--- config.mk ---
export PLATFORM = sky130hd
export DESIGN_NAME = sv_mem_resp
export DESIGN_NICKNAME = d
export VERILOG_FILES = /design/src/rtl/svm_pkg.sv /design/src/rtl/sv_mem_resp_sv_ram.sv /design/src/rtl/sv_mem_resp.sv
export SDC_FILE = /design/constraint.sdc
export NUM_CORES = 1
export LEC_CHECK = 0
export BUFFER_PORTS_ARGS = -buffer_cell sky130_fd_sc_hd__buf_2
export CAP_MARGIN = 15
export CELL_PAD_IN_SITES_DETAIL_PLACEMENT = 0
export CELL_PAD_IN_SITES_GLOBAL_PLACEMENT = 1
export CORE_MARGIN = 2
export CORE_UTILIZATION = 55
export CTS_CLUSTER_DIAMETER = 120
export DETAILED_ROUTE_END_ITERATION = 6
export MAX_ROUTING_LAYER = met4
export PLACE_DENSITY = 0.88
export SYNTH_ARGS = -nofsm -noshare
export SYNTH_HDL_FRONTEND = slang
export SYNTH_SLANG_ARGS = --single-unit
export TNS_END_PERCENT = 50
--- constraint.sdc ---
create_clock -name clk -period 3.5 [get_ports clk]
set_clock_uncertainty 0.2 [all_clocks]
set_input_delay 0 -clock clk [delete_from_list [all_inputs] [get_ports clk]]
set_output_delay 0 -clock clk [all_outputs]
set_load 0.01 [all_outputs]
--- src/rtl/svm_pkg.sv ---
// Shared definitions for the support-vector memory responder.
// Holds the FSM state encoding, default parameter values and a width helper.
package svm_pkg;

  localparam int XLEN_PIXEL_DEF    = 8;
  localparam int NUM_OF_PIXELS_DEF = 4;
  localparam int NUM_OF_SV_DEF     = 10;

  typedef enum logic [1:0] {
    LOAD  = 2'd0,
    READY = 2'd1,
    READ  = 2'd2
  } state_t;

  // Index width that stays at least one bit when a dimension is 1.
  function automatic int clog2_min1(input int n);
    return (n > 1) ? $clog2(n) : 1;
  endfunction

endpackage

--- src/rtl/sv_mem_resp_sv_ram.sv ---
// sv_ram: simple dual-port storage for {sv1, sv2} pairs.
// Synchronous write, registered read; the read register holds its value when
// no read is requested, and it is the only part cleared by reset.
//   clk   - clock
//   rst   - asynchronous active-low reset (read register only)
//   we    - write enable, waddr/wdata
//   re    - read enable, raddr; rdata valid the cycle after re
module sv_ram #(
  parameter int DATA_W = 16,
  parameter int DEPTH  = 40,
  parameter int ADDR_W = 6
) (
  input  logic              clk,
  input  logic              rst,
  input  logic              we,
  input  logic [ADDR_W-1:0] waddr,
  input  logic [DATA_W-1:0] wdata,
  input  logic              re,
  input  logic [ADDR_W-1:0] raddr,
  output logic [DATA_W-1:0] rdata
);

  logic [DATA_W-1:0] mem [DEPTH];

  always_ff @(posedge clk) begin
    if (we) mem[waddr] <= wdata;
  end

  always_ff @(posedge clk or negedge rst) begin
    if (!rst) rdata <= '0;
    else if (re) rdata <= mem[raddr];
  end

endmodule

--- src/rtl/sv_mem_resp.sv ---
// sv_mem_resp: loads NUM_OF_SV x NUM_OF_PIXELS support-vector pairs plus one
// row of test pixels, then streams them back entry by entry on request.
//   clk, rst (async active-low)
//   we, re, flush               - controller strobes
//   sv_in1, sv_in2, x_in        - load data
//   sv_out1, sv_out2, x_out     - registered read data
//   rd_valid, sv_idx, pix_idx   - read data qualifier and position
//   load_done, rd_done, err_ovf - status (level, last-entry pulse, sticky)
module sv_mem_resp
  import svm_pkg::*;
#(
  parameter int XLEN_PIXEL    = XLEN_PIXEL_DEF,
  parameter int NUM_OF_PIXELS = NUM_OF_PIXELS_DEF,
  parameter int NUM_OF_SV     = NUM_OF_SV_DEF
) (
  input  logic                                  clk,
  input  logic                                  rst,
  input  logic                                  we,
  input  logic                                  re,
  input  logic                                  flush,
  input  logic [XLEN_PIXEL-1:0]                 sv_in1,
  input  logic [XLEN_PIXEL-1:0]                 sv_in2,
  input  logic [XLEN_PIXEL-1:0]                 x_in,
  output logic [XLEN_PIXEL-1:0]                 sv_out1,
  output logic [XLEN_PIXEL-1:0]                 sv_out2,
  output logic [XLEN_PIXEL-1:0]                 x_out,
  output logic                                  rd_valid,
  output logic [clog2_min1(NUM_OF_SV)-1:0]      sv_idx,
  output logic [clog2_min1(NUM_OF_PIXELS)-1:0]  pix_idx,
  output logic                                  load_done,
  output logic                                  rd_done,
  output logic                                  err_ovf
);

  localparam int DEPTH = NUM_OF_SV * NUM_OF_PIXELS;
  localparam int PTR_W = clog2_min1(DEPTH);
  localparam int SV_W  = clog2_min1(NUM_OF_SV);
  localparam int PIX_W = clog2_min1(NUM_OF_PIXELS);

  localparam logic [PTR_W-1:0] LAST_PTR = PTR_W'(DEPTH - 1);
  localparam logic [PIX_W-1:0] LAST_PIX = PIX_W'(NUM_OF_PIXELS - 1);
  localparam logic [PTR_W:0]   NPIX_EXT = (PTR_W + 1)'(NUM_OF_PIXELS);

  state_t            state_q, state_d;
  logic [PTR_W-1:0]  wr_ptr, rd_ptr;
  logic [SV_W-1:0]   rd_sv;
  logic [PIX_W-1:0]  rd_pix;
  logic              do_write, do_read, ovf_set;
  logic              wr_last, rd_last, x_slot;
  logic [2*XLEN_PIXEL-1:0] ram_rdata;
  logic [XLEN_PIXEL-1:0]   x_mem [NUM_OF_PIXELS];

  assign wr_last = (wr_ptr == LAST_PTR);
  assign rd_last = (rd_ptr == LAST_PTR);
  assign x_slot  = ({1'b0, wr_ptr} < NPIX_EXT);

  // A read request in READY already fetches entry 0, so a pass of DEPTH
  // consecutive re cycles yields DEPTH valid outputs.
  always_comb begin
    state_d  = state_q;
    do_write = 1'b0;
    do_read  = 1'b0;
    ovf_set  = 1'b0;
    if (flush) begin
      state_d = LOAD;
    end else begin
      case (state_q)
        LOAD: begin
          if (we) begin
            do_write = 1'b1;
            if (wr_last) state_d = READY;
          end
        end
        READY, READ: begin
          ovf_set = we;
          if (re) begin
            do_read = 1'b1;
            state_d = rd_last ? READY : READ;
          end
        end
        default: state_d = LOAD;
      endcase
    end
  end

  always_ff @(posedge clk or negedge rst) begin
    if (!rst) begin
      state_q   <= LOAD;
      wr_ptr    <= '0;
      rd_ptr    <= '0;
      rd_sv     <= '0;
      rd_pix    <= '0;
      load_done <= 1'b0;
      err_ovf   <= 1'b0;
      rd_valid  <= 1'b0;
      rd_done   <= 1'b0;
      sv_idx    <= '0;
      pix_idx   <= '0;
      x_out     <= '0;
    end else begin
      state_q <= state_d;
      if (flush) begin
        wr_ptr    <= '0;
        rd_ptr    <= '0;
        rd_sv     <= '0;
        rd_pix    <= '0;
        load_done <= 1'b0;
        err_ovf   <= 1'b0;
        rd_valid  <= 1'b0;
        rd_done   <= 1'b0;
      end else begin
        rd_valid <= do_read;
        rd_done  <= do_read && rd_last;
        if (ovf_set) err_ovf <= 1'b1;
        if (do_write) begin
          wr_ptr <= wr_last ? '0 : wr_ptr + 1'b1;
          if (wr_last) load_done <= 1'b1;
        end
        if (do_read) begin
          sv_idx  <= rd_sv;
          pix_idx <= rd_pix;
          x_out   <= x_mem[rd_pix];
          // sv/pixel counters run alongside rd_ptr to avoid a divider.
          if (rd_last) begin
            rd_ptr <= '0;
            rd_sv  <= '0;
            rd_pix <= '0;
          end else begin
            rd_ptr <= rd_ptr + 1'b1;
            if (rd_pix == LAST_PIX) begin
              rd_pix <= '0;
              rd_sv  <= rd_sv + 1'b1;
            end else begin
              rd_pix <= rd_pix + 1'b1;
            end
          end
        end
      end
    end
  end

  // Only the first row of writes carries a test pixel.
  always_ff @(posedge clk) begin
    if (do_write && x_slot) x_mem[wr_ptr[PIX_W-1:0]] <= x_in;
  end

  sv_ram #(
    .DATA_W (2 * XLEN_PIXEL),
    .DEPTH  (DEPTH),
    .ADDR_W (PTR_W)
  ) u_sv_ram (
    .clk   (clk),
    .rst   (rst),
    .we    (do_write),
    .waddr (wr_ptr),
    .wdata ({sv_in1, sv_in2}),
    .re    (do_read),
    .raddr (rd_ptr),
    .rdata (ram_rdata)
  );

  assign {sv_out1, sv_out2} = ram_rdata;

endmodule

## Yosys cells after proc, flatten, opt, wreduce, memory -nomap -nowiden

Memories as Yosys holds them, arrays and structs flattened. A register that Yosys moved wholly into a read port is not among the register bits.
Index checks and enable logic that the tools add are counted.
W data, S select, Z words.

| word-level totals | value |
|---|---|
| register bits after elaboration | 30 |
| RAM bits | 672 |
| output and inout port bits | 34 |
| logic and storage cells | 81 |
| memories kept | 2 |

| operators by class | value |
|---|---|
| $add $sub $neg | 4 |
| $lt $le $gt $ge | 1 |
| eq/ne operators | 8 |
| muxes and demuxes | 39 |
| bitwise logic cells | 1 |
| reduce and logical (&&, ||, !) cells | 15 |

Memory list:

| name | words | width | read ports | clocked after Yosys merged registers in | write ports | RTL line | RTL |
|---|---|---|---|---|---|---|---|
| u_sv_ram.mem | 40 | 16 | 1 | 1 | 1 | sv_mem_resp_sv_ram.sv:23 | `logic [DATA_W-1:0] mem [DEPTH];` |
| x_mem | 4 | 8 | 1 | 1 | 1 | sv_mem_resp.sv:51 | `logic [XLEN_PIXEL-1:0] x_mem [NUM_OF_PIXELS];` |

Operators with widths:

| cell | number |
|---|---|
| $mux W6 | 6 |
| $mux W1 | 19 |
| $mux W2 | 9 |
| $mux W4 | 4 |
| $add A6 B1 Y6 const B | 2 |
| $eq A6 B6 Y1 const B | 2 |
| $ne A3 B3 Y1 const B | 3 |
| $reduce_bool A2 Y1 | 4 |
| $lt A6 B3 Y1 const B | 1 |
| $reduce_and A2 Y1 | 3 |
| $add A4 B1 Y4 const B | 1 |
| $eq A2 B2 Y1 const B | 2 |
| $pmux W2 S2 | 1 |
| $reduce_and A3 Y1 | 1 |
| $reduce_bool A3 Y1 | 1 |
| $add A2 B1 Y2 const B | 1 |
| $eq A2 B1 Y1 const B | 1 |
| $logic_and A1 B1 Y1 | 2 |
| $logic_not A1 Y1 | 2 |
| $logic_not A2 Y1 | 1 |
| $reduce_or A2 Y1 | 1 |
| $not A1 Y1 | 1 |

## Longest topological paths before layout

Gate-level depths: netlist of the first run.

| depth | value |
|---|---|
| depth in word-level cells | 6 |
| mapped depth | 10 |

## Modules after synthesis

From an unflattened synthesis of the first run, not the netlist that was laid out.

| second synthesis, totals | value |
|---|---|
| cell total of the unflattened synthesis | 1,518 |
| area total of the unflattened synthesis | 28,461.0 um^2 |

Modules (own cells, without submodules):

| module | instances | cells an instance | area each (um^2) |
|---|---|---|---|
| sv_ram | 1 | 1,300 | 25,465.7 |
| sv_mem_resp | 1 | 218 | 2,995.4 |

## Worst setup path after synthesis of the first run

OpenSTA, ideal clock, no wires.

| path | value |
|---|---|
| path kind | register -> register |
| start | reg state_q[1] |
| end | mem u_sv_ram.mem[7][0], enable pin |
| library setup time | 0.388 ns |
| arrival | 2.003 ns |
| data required time | 2.912 ns |
| setup slack | 0.908 ns |
| stages on the path, launching flop included | 7 |
| buffers on the path | 0 |
| cell sequence | dfrtp_1 inv_1 ha_1 nand2_1 nor3_1 nand3_1 nor2_1 |

| on the way | value |
|---|---|
| word-level cells in the longest chain between the ends | 5 |

Ends and longest elaborated chain:

| what | RTL line | RTL |
|---|---|---|
| start: declaration | sv_mem_resp.sv:44 | `state_t state_q, state_d;` |
| start signal: assignment | sv_mem_resp.sv:101 | `state_q <= state_d;` |
| $logic_not A2 Y1 | sv_mem_resp.sv:67 | `case (state_q)` |
| $mux W1 | sv_mem_resp.sv:67 |  |
| $mux W1 | sv_mem_resp.sv:64 | `if (flush) begin` |
| $mux W1 | sv_mem_resp_sv_ram.sv:26 | `if (we) mem[waddr] <= wdata;` |
| $mux W1 (implied by the code) | sv_mem_resp_sv_ram.sv:26 |  |
| end: declaration | sv_mem_resp_sv_ram.sv:23 |  |

Every way passes these cells.

==> metrics.md, run 1 <==
| Metric | Value |
|---|---|
| Net Sw Frac | `slightly below 20%` |
| 1st-iter DRT viols | `approximately 1900` |
| Reg clk slew, reported paths | `0.06 ns` |
| Largest net degree at the start of global routing | `65` |
| Power share of the clock group | `43.9%` |
| Clock Path Buffers | `3` |
| Drt pass-1 iters | `6` |
| CP max FO | `21` |
| Asr flop ratio synth | `7.44%` |
| Largest stage delay, worst path | `roughly 1.1 ns` |
| Die width | `between 200 and 250 um` |
| Slowest stage cell, crit path | `a2111oi_0` |
| Die area | `53800 sq um` |
| Insertion delay to the later sink of the worst-skew pair | `0.62 ns` |
| Total global routing overflow | `0` |
| Min Tclk post-route | `around 3.3 ns` |
| Pint | `14200 uW` |
| Setup slack, reg-to-reg | `0.17 ns` |
| Sequential power share | `a little over half` |
| Setup repair after global routing missed its margin | `false` |
| WP data required | `3.83 ns` |
| Vias/cell | `~6.4` |
| Final Hold Fails | `0` |
| Post-CTS Resized | `0` |
| Maximum capacitance violations | `0` |
| GRT Util Overall | `27.2%` |
| Area Overhead vs Synth | `14.2%` |
| Yosys reg bits | `726` |
| Site Rows | `83` |
| Fin util | `63.6%` |
| Number of flops mapped to enable cells by yosys | `~670` |
| Crit-path cells | `nand2b_1 -> buf_4 -> a211oi_1 -> a2111oi_0 -> a221oi_1 -> nand3_1` |
| Crit Path Category | `reg2reg` |
| Warnings, synthesis | `0` |
| Routed Antenna Nets | `0` |
| Worst R2R Path Depth | `6` |
| Sequential area share after synthesis | `75.4%` |
| Synth Net Count | `1554` |
| Die Height | `232 um` |
| Mean Syn Cell Area | `18.8 sq um` |
| Dpl hpwl | `41.2 mm` |
| Cell variety after synth | `50` |
| WL per Instance | `28.6 um` |
| Postcts setup bufs | `0` |
| Initial Util | `between 50% and 60%` |
| Worst slew margin | `about 13%` |
| Fraction of layout cells with a size suffix above 1 | `between 20% and 30%` |
| Leak | `between 0.01 and 0.015 uW` |
| Reg-to-reg critical path endpoint | `u_sv_ram.rdata[4]$_DFFE_PN0P_` |
| Hold Path Class | `in2reg` |
| Mapped Cells | `approximately 1500` |
| DRC viols | `0` |
| Psw | `about 3500 uW` |
| Vias in the first global route | `15200` |
| CP Launch Type | `flip-flop` |
| Post-Route WL | `69.3 mm` |
| Final setup fails | `0` |
| Total CTS buffers | `73` |
| Buffers and inverters on the worst path | `1` |
| Commonest non-fill, non-tap cell in the layout | `edfxtp_1` |
| Synth Flop Type | `edfxtp_1` |
| Worst hold start | `flush` |
| Global-route wire length before repair | `102 mm` |
| Antenna cell count | `0` |
| Comb power frac | `under 10%` |
| Power density cells | `541 nW/um^2` |
| Worst hold endpoint | `wr_ptr[4]$_DFFE_PN0P_` |
| H-tree Lvls | `3` |
| Mapped cell area | `28600 sq um` |
| Hold depth | `3` |
| Synth top area cells | `edfxtp_1 71%, mux4_2 9.5%, dfrtp_1 4.7%, mux2i_1 3.1%, nand2_1 1.3%` |
| Period utilization | `95.2%` |
| Critical Path End Type | `flip-flop` |
| Crit path from | `rd_ptr[1]$_DFFE_PN0P_` |
| Max Fclk | `300 MHz` |
| Vias after detailed routing | `15500` |
| Top Family by Delay on Critical Path | `compound AO/OA/AOI/OAI gates` |
| WHS | `between 0.15 and 0.2 ns` |
| Fin Setup TNS | `0 ns` |
| CTS tree | `built` |
| Ports | `63` |
| Nets@finish | `~1700` |
| IO buf count | `62` |
| Final slew viol count | `0` |
| Crit Reg-Reg Startpoint | `rd_ptr[1]$_DFFE_PN0P_` |
| CP arrival | `3.67 ns` |
| Share of the synthesized area in the top cell type | `70.7%` |
| Actual slew at the worst max-slew pin | `1.27 ns` |
| Root Driver | `clkbuf_16` |
| Most frequent cells in the layout | `672 x edfxtp_1, 120 x mux4_2, 97 x nand2_1` |
| CORE AREA | `about 51000 sq um` |
| Initial antenna violation count | `0` |
| Area leader, netlist | `edfxtp_1` |
| # hold bufs at CTS | `40` |
| Routability cong. | `0.867` |
| Status | `completed` |
| Max rail drop VDD | `0.432 mV` |
| Clock Sinks | `a little over 700` |
-- worst min-delay path, cell delays in order --
cell	delay, ns
dlygate4sd3_1	0.53
buf_2	0.26
nor2_1	0.14
-- per-layer routing --
layer	part of all wire [%]	global-route usage, %	up-vias
li1	-	-	6465
met1	38	36.8	7870
met2	49	41.9	979
met3	10	5.57	159
met4	3.4	9.05	0
met5	0	-	-
-- logic make-up (layout without fill, tap and decap cells) --
family | after synthesis | after routing | synth area share (%)
xor gates and xnor gates | 4 | 4 | 0.123
AOI/OAI and AO/OA | 179 | 179 | 4.60
muxes | 216 | 216 | 12.9
buffers and inverters | 97 | 321 | 1.93
DFF | 726 | 726 | 75.4
adders and majority gates | 9 | 9 | 0.394
and+or+nand+nor | 285 | 285 | 4.71
-- state kept, by name, summed over array words and instances, names as in the netlist, 2 cells and up --
name,cells
rd_pix,2
u_sv_ram.rdata,16
x_out,8
sv_idx,4
pix_idx,2
u_sv_ram.mem,640
state_q,2
rd_sv,4
wr_ptr,6
x_mem,32
rd_ptr,6
-- per-stage QoR --
stage / instance area [sq um] / cells / setup WS [ns] / total power (uW)
after CTS: 32600 / 2419 / 0.340 / 17700
after detailed placement: 29800 / 2247 / 0.376 / 10000
after global routing: 32600 / 2420 / 0.201 / 18100
after global placement: 29800 / 2247 / 0.328 / 10000
after floorplan: 28600 / 1516 / 0.908 / 9810
final: 32600 / 2420 / 0.169 / 17600
-- power by group through the flow --
stage,clock network (uW),registers [uW],logic (uW)
after global routing,8140,9550,368
after floorplan,0,9710,103
final,7740,9550,343
after CTS,7800,9550,342
after global placement,0,9730,294
after detailed placement,0,9730,306
-- how the worst max path moves through the flow --
stage                                     to  slack (ns)  depth (start not counted)
2_1_floorplan   u_sv_ram.mem[7][0]$_DFFE_PP_        0.91                          6
3_3_place_gp   u_sv_ram.rdata[0]$_DFFE_PN0P_        0.33                          6
3_5_place_dp   u_sv_ram.rdata[0]$_DFFE_PN0P_        0.38                          6
4_1_cts        u_sv_ram.rdata[0]$_DFFE_PN0P_        0.34                          6
5_1_grt        u_sv_ram.rdata[4]$_DFFE_PN0P_        0.20                          6
6_report       u_sv_ram.rdata[4]$_DFFE_PN0P_        0.17                          6
-- cell type report --
cell class,instances,area [sq um]
Fill cell,3431,18700
Clock inverter,37,407
Clock buffer,95,1960
Tap cell,680,851
Timing Repair Buffer,182,1360
Multi-Input combinational cell,693,6480
Inverter,7,26.3
Sequential cell,726,21500
-- Yosys cell counts (6+ instances only) --
cell type	n
a21oi_1	12
o221a_2	7
ha_1	9
mux4_2	120
o221ai_1	25
mux2i_1	89
nand3_1	27
edfxtp_1	672
a221oi_1	7
o22ai_1	18
and2_1	6
o32a_1	9
inv_1	7
nor2b_1	47
o21ai_0	37
buf_2	20
nor2_1	64
a22oi_1	9
o2111ai_1	9
a31oi_1	10
nor3_1	12
dfrtp_1	54
mux2_2	7
a2111oi_0	7
clkbuf_1	38
nand2_1	97
buf_1	8
buf_6	9
buf_4	11
o22a_1	7
a211oi_1	16
nand2b_1	17
Power figures use the tool's default switching activity.
==> inputs of run 2 (changes only) <==
Settings changed: CORE_UTILIZATION 55 to 40, PLACE_DENSITY 0.88 to 0.69.
==> metrics.md, run 2 (same netlist as run 1, synthesis figures left out) <==
| Metric | Value |
|---|---|
| Status | `completed` |
| Most frequent cells in the layout | `672 x edfxtp_1, 120 x mux4_2, 97 x nand2_1` |
| Leak | `0.0107 uW (+1.4%)` |
| Largest net degree at the start of global routing | `41 (-37%)` |
| DRC viols | `0 (unchanged)` |
| Global-route wire length before repair | `104 mm (+1.5%)` |
| Final setup fails | `0 (unchanged)` |
| Die width | `271 um (+17%)` |
| Vias/cell | `5.58 (-13%)` |
| Root Driver | `clkbuf_16` |
| Total CTS buffers | `76 (+4.1%)` |
| IO buf count | `62 (unchanged)` |
| Drt pass-1 iters | `6 (unchanged)` |
| Total global routing overflow | `0 (unchanged)` |
| Max rail drop VDD | `0.348 mV (-20%)` |
| Worst slew margin | `38.5% (+25 points)` |
| Power Total | `18000 uW (+1.8%)` |
| CP arrival | `3.48 ns (-0.19 ns)` |
| Fin Setup TNS | `0 ns (unchanged)` |
| Period utilization | `90.9% (-4.3 points)` |
| H-tree Lvls | `3 (unchanged)` |
| Routed Antenna Nets | `0 (unchanged)` |
| Reg clk slew, reported paths | `0.06 ns (about the same)` |
| Fin util | `47.3% (-16 points)` |
| Final slew viol count | `0 (unchanged)` |
| Clock Sinks | `726 (unchanged)` |
| Maximum capacitance violations | `0 (unchanged)` |
| WL per Instance | `26.3 um (-8.3%)` |
| Vias after detailed routing | `15100 (-2.7%)` |
| Hold Path Class | `in2reg` |
| Site Rows | `97 (+17%)` |
| GRT Util Overall | `20.0% (-7.2 points)` |
| CTS tree | `built` |
| Busiest grt layer | `met2` |
| Ports | `63 (unchanged)` |
| CP Launch Type | `flip-flop` |
| Fraction of layout cells with a size suffix above 1 | `23.0% (+0.57 points)` |
| Post-Route WL | `70.9 mm (+2.3%)` |
| WP data required | `3.80 ns (-0.03 ns)` |
| Power density cells | `540 nW/um^2 (-0.18%)` |
| Clock Path Buffers | `3 (unchanged)` |
| CORE AREA | `70400 sq um (+37%)` |
| Vias in the first global route | `15200 (-0.013%)` |
| Routability cong. | `0.896 (+3.4%)` |
| Setup repair after global routing missed its margin | `false` |
| Min Tclk post-route | `3.18 ns (-0.152 ns)` |
| Largest Register | `u_sv_ram.mem` |
| Global-route track usage on met3 | `5.48% (-0.099 points)` |
| Actual slew at the worst max-slew pin | `0.923 ns (-0.349 ns)` |
| Met2 Track Usage GR | `31.5% (-10 points)` |
| Die Height | `271 um (+17%)` |
| Post-CTS Resized | `0 (unchanged)` |
| CP max FO | `24 (+14%)` |
| Initial antenna violation count | `0 (unchanged)` |
| Nets@finish | `1737 (+0.93%)` |
| Initial Util | `40.6% (-15 points)` |
| Largest register FFs | `640 (unchanged)` |
| Die area | `73500 sq um (+37%)` |
| Crit Path Category | `reg2reg` |
| Critical Path End Type | `flip-flop` |
| 1st-iter DRT viols | `1496 (-20%)` |
| Final Hold Fails | `0 (unchanged)` |
| Max Fclk | `314 MHz (+4.8%)` |
| Dpl hpwl | `44.0 mm (+6.7%)` |
| Insertion delay to the later sink of the worst-skew pair | `0.62 ns (about the same)` |
| Postcts setup bufs | `0 (unchanged)` |
| Met1 track utilization from global routing | `25.3% (-11 points)` |
| Commonest non-fill, non-tap cell in the layout | `edfxtp_1` |
| Area Overhead vs Synth | `16.5%` |
## run 2: cell count changes in the layout (fill, tap and decap cells not counted), moves of 3 or more
cell / previous run / this run
clkbuf_8: 5 / 2
buf_12: 4 / 8
buf_4: 76 / 86
inv_6: 5 / 1
clkinv_16: 0 / 4
clkbuf_1: 17 / 13
clkbuf_16: 73 / 77
clkinv_1: 11 / 19
## run 2: path summary, 6_finish.rpt
check                                      startpoint                        endpoint  slack, ns  depth (start not counted)
worst max-delay path            rd_ptr[0]$_DFFE_PN0P_  u_sv_ram.rdata[12]$_DFFE_PN0P_       0.32                          7
worst min-delay path                            flush           wr_ptr[0]$_DFFE_PN0P_       0.13                          3
min in group asynchronous                         rst            x_out[0]$_DFFE_PN0P_       0.35                          4
worst min register to register   x_out[4]$_DFFE_PN0P_            x_out[4]$_DFFE_PN0P_       0.27                          2
worst max register to register  rd_ptr[0]$_DFFE_PN0P_  u_sv_ram.rdata[12]$_DFFE_PN0P_       0.32                          7
max in group asynchronous                         rst   u_sv_ram.rdata[7]$_DFFE_PN0P_       2.45                          4
## run 2: layout make-up
| class | instances | area (sq um) |
|---|---|---|
| fillers | 5892 | 37100 |
| flip-flops and latches | 726 | 21500 |
| multi-input cells | 693 | 6480 |
| clock buffers | 92 | 2000 |
| repair buffers | 195 | 1510 |
| well taps | 940 | 1180 |
| clock inverters | 45 | 538 |
| inverters | 7 | 26.3 |
| diodes | 1 | 2.50 |
## run 2: stage by stage
step                      hold WS [ns]  setup WS [ns]  area [sq um]  std cells
after floorplan                 -0.496          0.908         28600       1516
after global placement         -0.0127          0.226         30300       2521
after detailed placement       0.00247          0.235         30300       2521
after CTS                        0.111          0.223         33300       2698
after global routing             0.162          0.119         33300       2698
final                            0.132          0.320         33300       2699
## run 2: per-layer routing
layer	part of all wire, %	wire, um
met1	40	28300
met5	0	0
met2	49	34600
met4	2.7	1930
met3	8.6	6080
## run 2: critical path, cell delays in order, from the launching register on
cell and delay [ns]:
dfrtp_4 0.74, buf_12 0.26, buf_4 0.32, mux4_2 0.53, nor2b_1 0.14, nor3_1 0.47, o32a_1 0.30, nand3_1 0.09
## run 2: repair_timing
action	CTS	global route
hold buffers	40	0
setup endpoints to repair	0	0
endpoints found under the hold margin	756	0
## run 2: where the power goes
group,internal (uW),switching (uW)
logic,96.7,229
registers,9520,31.2
clock network,4720,3360
total,14300,3620
==> inputs of run 3 (changes only) <==
Settings changed: PLACE_DENSITY 0.69 to default, PLACE_DENSITY_LB_ADDON from default to 0.12.
==> metrics.md, run 3 (same netlist as run 1, synthesis figures left out) <==
| Metric | Value |
|---|---|
| Status | `completed` |
| Fin Setup TNS | `0 ns (unchanged)` |
| Actual slew at the worst max-slew pin | `1.02 ns (+0.0987 ns)` |
| Largest net degree at the start of global routing | `52 (+27%)` |
| Initial Util | `40.6% (unchanged)` |
| Hold depth | `3 (unchanged)` |
| H-tree Lvls | `3 (unchanged)` |
| Post-Route WL | `75.0 mm (+5.7%)` |
| DRC viols | `0 (unchanged)` |
| WP data required | `3.86 ns (+0.06 ns)` |
| Vias/cell | `5.51 (-1.1%)` |
| Maximum capacitance violations | `0 (unchanged)` |
| Setup repair after global routing missed its margin | `false` |
| Final slew viol count | `0 (unchanged)` |
| Min Tclk post-route | `3.21 ns (+0.0324 ns)` |
| Worst R2R Path Depth | `9 (+2)` |
| Die Height | `271 um (unchanged)` |
| Max rail drop VDD | `0.418 mV (+20%)` |
| 1st-iter DRT viols | `1227 (-18%)` |
| Clock Sinks | `726 (unchanged)` |
| Global-route wire length before repair | `109 mm (+4.9%)` |
| Die width | `271 um (unchanged)` |
| Nets@finish | `1739 (+0.12%)` |
| CTS tree | `built` |
| Total CTS buffers | `80 (+5.3%)` |
| GRT Util Overall | `21.2% (+1.2 points)` |
| Routed Antenna Nets | `0 (unchanged)` |
| Ports | `63 (unchanged)` |
| Largest Register | `u_sv_ram.mem` |
| IO buf count | `62 (unchanged)` |
| CP Launch Type | `flip-flop` |
| Final Hold Fails | `0 (unchanged)` |
| Area Overhead vs Synth | `16.5% (about the same)` |
| Dpl hpwl | `46.0 mm (+4.4%)` |
| Clock Path Buffers | `3 (unchanged)` |
| Postcts setup bufs | `0 (unchanged)` |
| Total global routing overflow | `0 (unchanged)` |
| CP max FO | `17 (-29%)` |
| Critical Path End Type | `flip-flop` |
| Hold Path Class | `in2reg` |
| Fraction of layout cells with a size suffix above 1 | `23.5% (+0.46 points)` |
| Site Rows | `97 (unchanged)` |
| Commonest non-fill, non-tap cell in the layout | `edfxtp_1` |
| Power Total | `18000 uW (+0.39%)` |
| WL per Instance | `27.7 um (+5.5%)` |
| Final setup fails | `0 (unchanged)` |
| Leak | `0.0107 uW (about the same)` |
| Power density cells | `542 nW/um^2 (+0.39%)` |
| Vias in the first global route | `15100 (-1.0%)` |
| Die area | `73500 sq um (unchanged)` |
| Reg clk slew, reported paths | `0.06 ns (about the same)` |
| Crit Path Category | `reg2reg` |
| CORE AREA | `70400 sq um (unchanged)` |
| Insertion delay to the later sink of the worst-skew pair | `0.62 ns (about the same)` |
| Drt pass-1 iters | `5 (-1)` |
| Most frequent cells in the layout | `672 x edfxtp_1, 120 x mux4_2, 97 x nand2_1` |
| Max Fclk | `311 MHz (-1.0%)` |
| Period utilization | `91.8% (+0.93 points)` |
| Initial antenna violation count | `4 (+4)` |
| CP arrival | `3.57 ns (+0.09 ns)` |
| Root Driver | `clkbuf_16` |
| Worst slew margin | `30.1% (-8.3 points)` |
| Routability cong. | `0.829 (-7.4%)` |
| Vias after detailed routing | `14900 (-0.90%)` |
| Largest register FFs | `640 (unchanged)` |
==> run 3: power breakdown <==
part	internal [uW]	switching [uW]
Sequential	9520	33.0
Combinational	96.8	245
Clock	4760	3370
Total	14400	3650
==> run 3: layer usage <==
layer	GRT usage, %	share of wire, %	vias to the layer above
met5	-	0	-
li1	-	-	6522
met3	3.54	5.4	103
met2	33.7	49	397
met4	6.23	2.4	0
met1	28.3	43	7893
==> run 3: through the flow <==
| stage | cells | instance area (sq um) | hold slack [ns] | worst slack (ns) | util, % |
|---|---|---|---|---|---|
| finish | 2705 | 33300 | 0.135 | 0.288 | 47.3 |
| global route | 2703 | 33300 | 0.171 | 0.0462 | 47.3 |
| CTS | 2702 | 33300 | 0.114 | 0.287 | 47.3 |
| detailed placement | 2519 | 30300 | -0.0569 | 0.295 | 43.1 |
| global placement | 2519 | 30300 | -0.0722 | 0.302 | 43.1 |
| floorplan | 1516 | 28600 | -0.496 | 0.908 | - |
==> run 3: timing repair <==
| action | in CTS | in global routing |
|---|---|---|
| hold buffers | 40 | 0 |
| endpoints found under the hold margin | 773 | 0 |
| resized for setup | 0 | 0 |
==> run 3: worst max-delay path, cell delays in order, from the launching register on <==
cell,delay [ns]
dfrtp_1,0.35
inv_1,0.07
ha_1,0.44
nand3_1,0.15
inv_2,0.36
nand2_1,0.28
a2111oi_0,0.92
buf_4,0.24
a221oi_1,0.04
nand3_1,0.11
==> run 3: cell type report <==
type / instances / area, sq um
fillers: 5992 / 37100
clock inverters: 35 / 357
multi-input cells: 693 / 6490
flip-flops and latches: 726 / 21500
diodes: 3 / 7.51
clock buffers: 108 / 2180
repair buffers: 193 / 1490
well taps: 940 / 1180
inverters: 7 / 26.3
==> run 3: path summary, 6_finish.rpt <==
check                                       start                       endpoint  slack, ns
setup / recovery           state_q[1]$_DFFE_PN0P_  u_sv_ram.rdata[6]$_DFFE_PN0P_       0.29
hold / removal                              flush          wr_ptr[0]$_DFFE_PN0P_       0.14
setup reg to reg           state_q[1]$_DFFE_PN0P_  u_sv_ram.rdata[6]$_DFFE_PN0P_       0.29
hold reg to reg            pix_idx[1]$_DFFE_PN0P_         pix_idx[1]$_DFFE_PN0P_       0.27
max in group asynchronous                     rst  u_sv_ram.rdata[1]$_DFFE_PN0P_       2.50
min in group asynchronous                     rst              rd_done$_DFF_PN0_       0.25
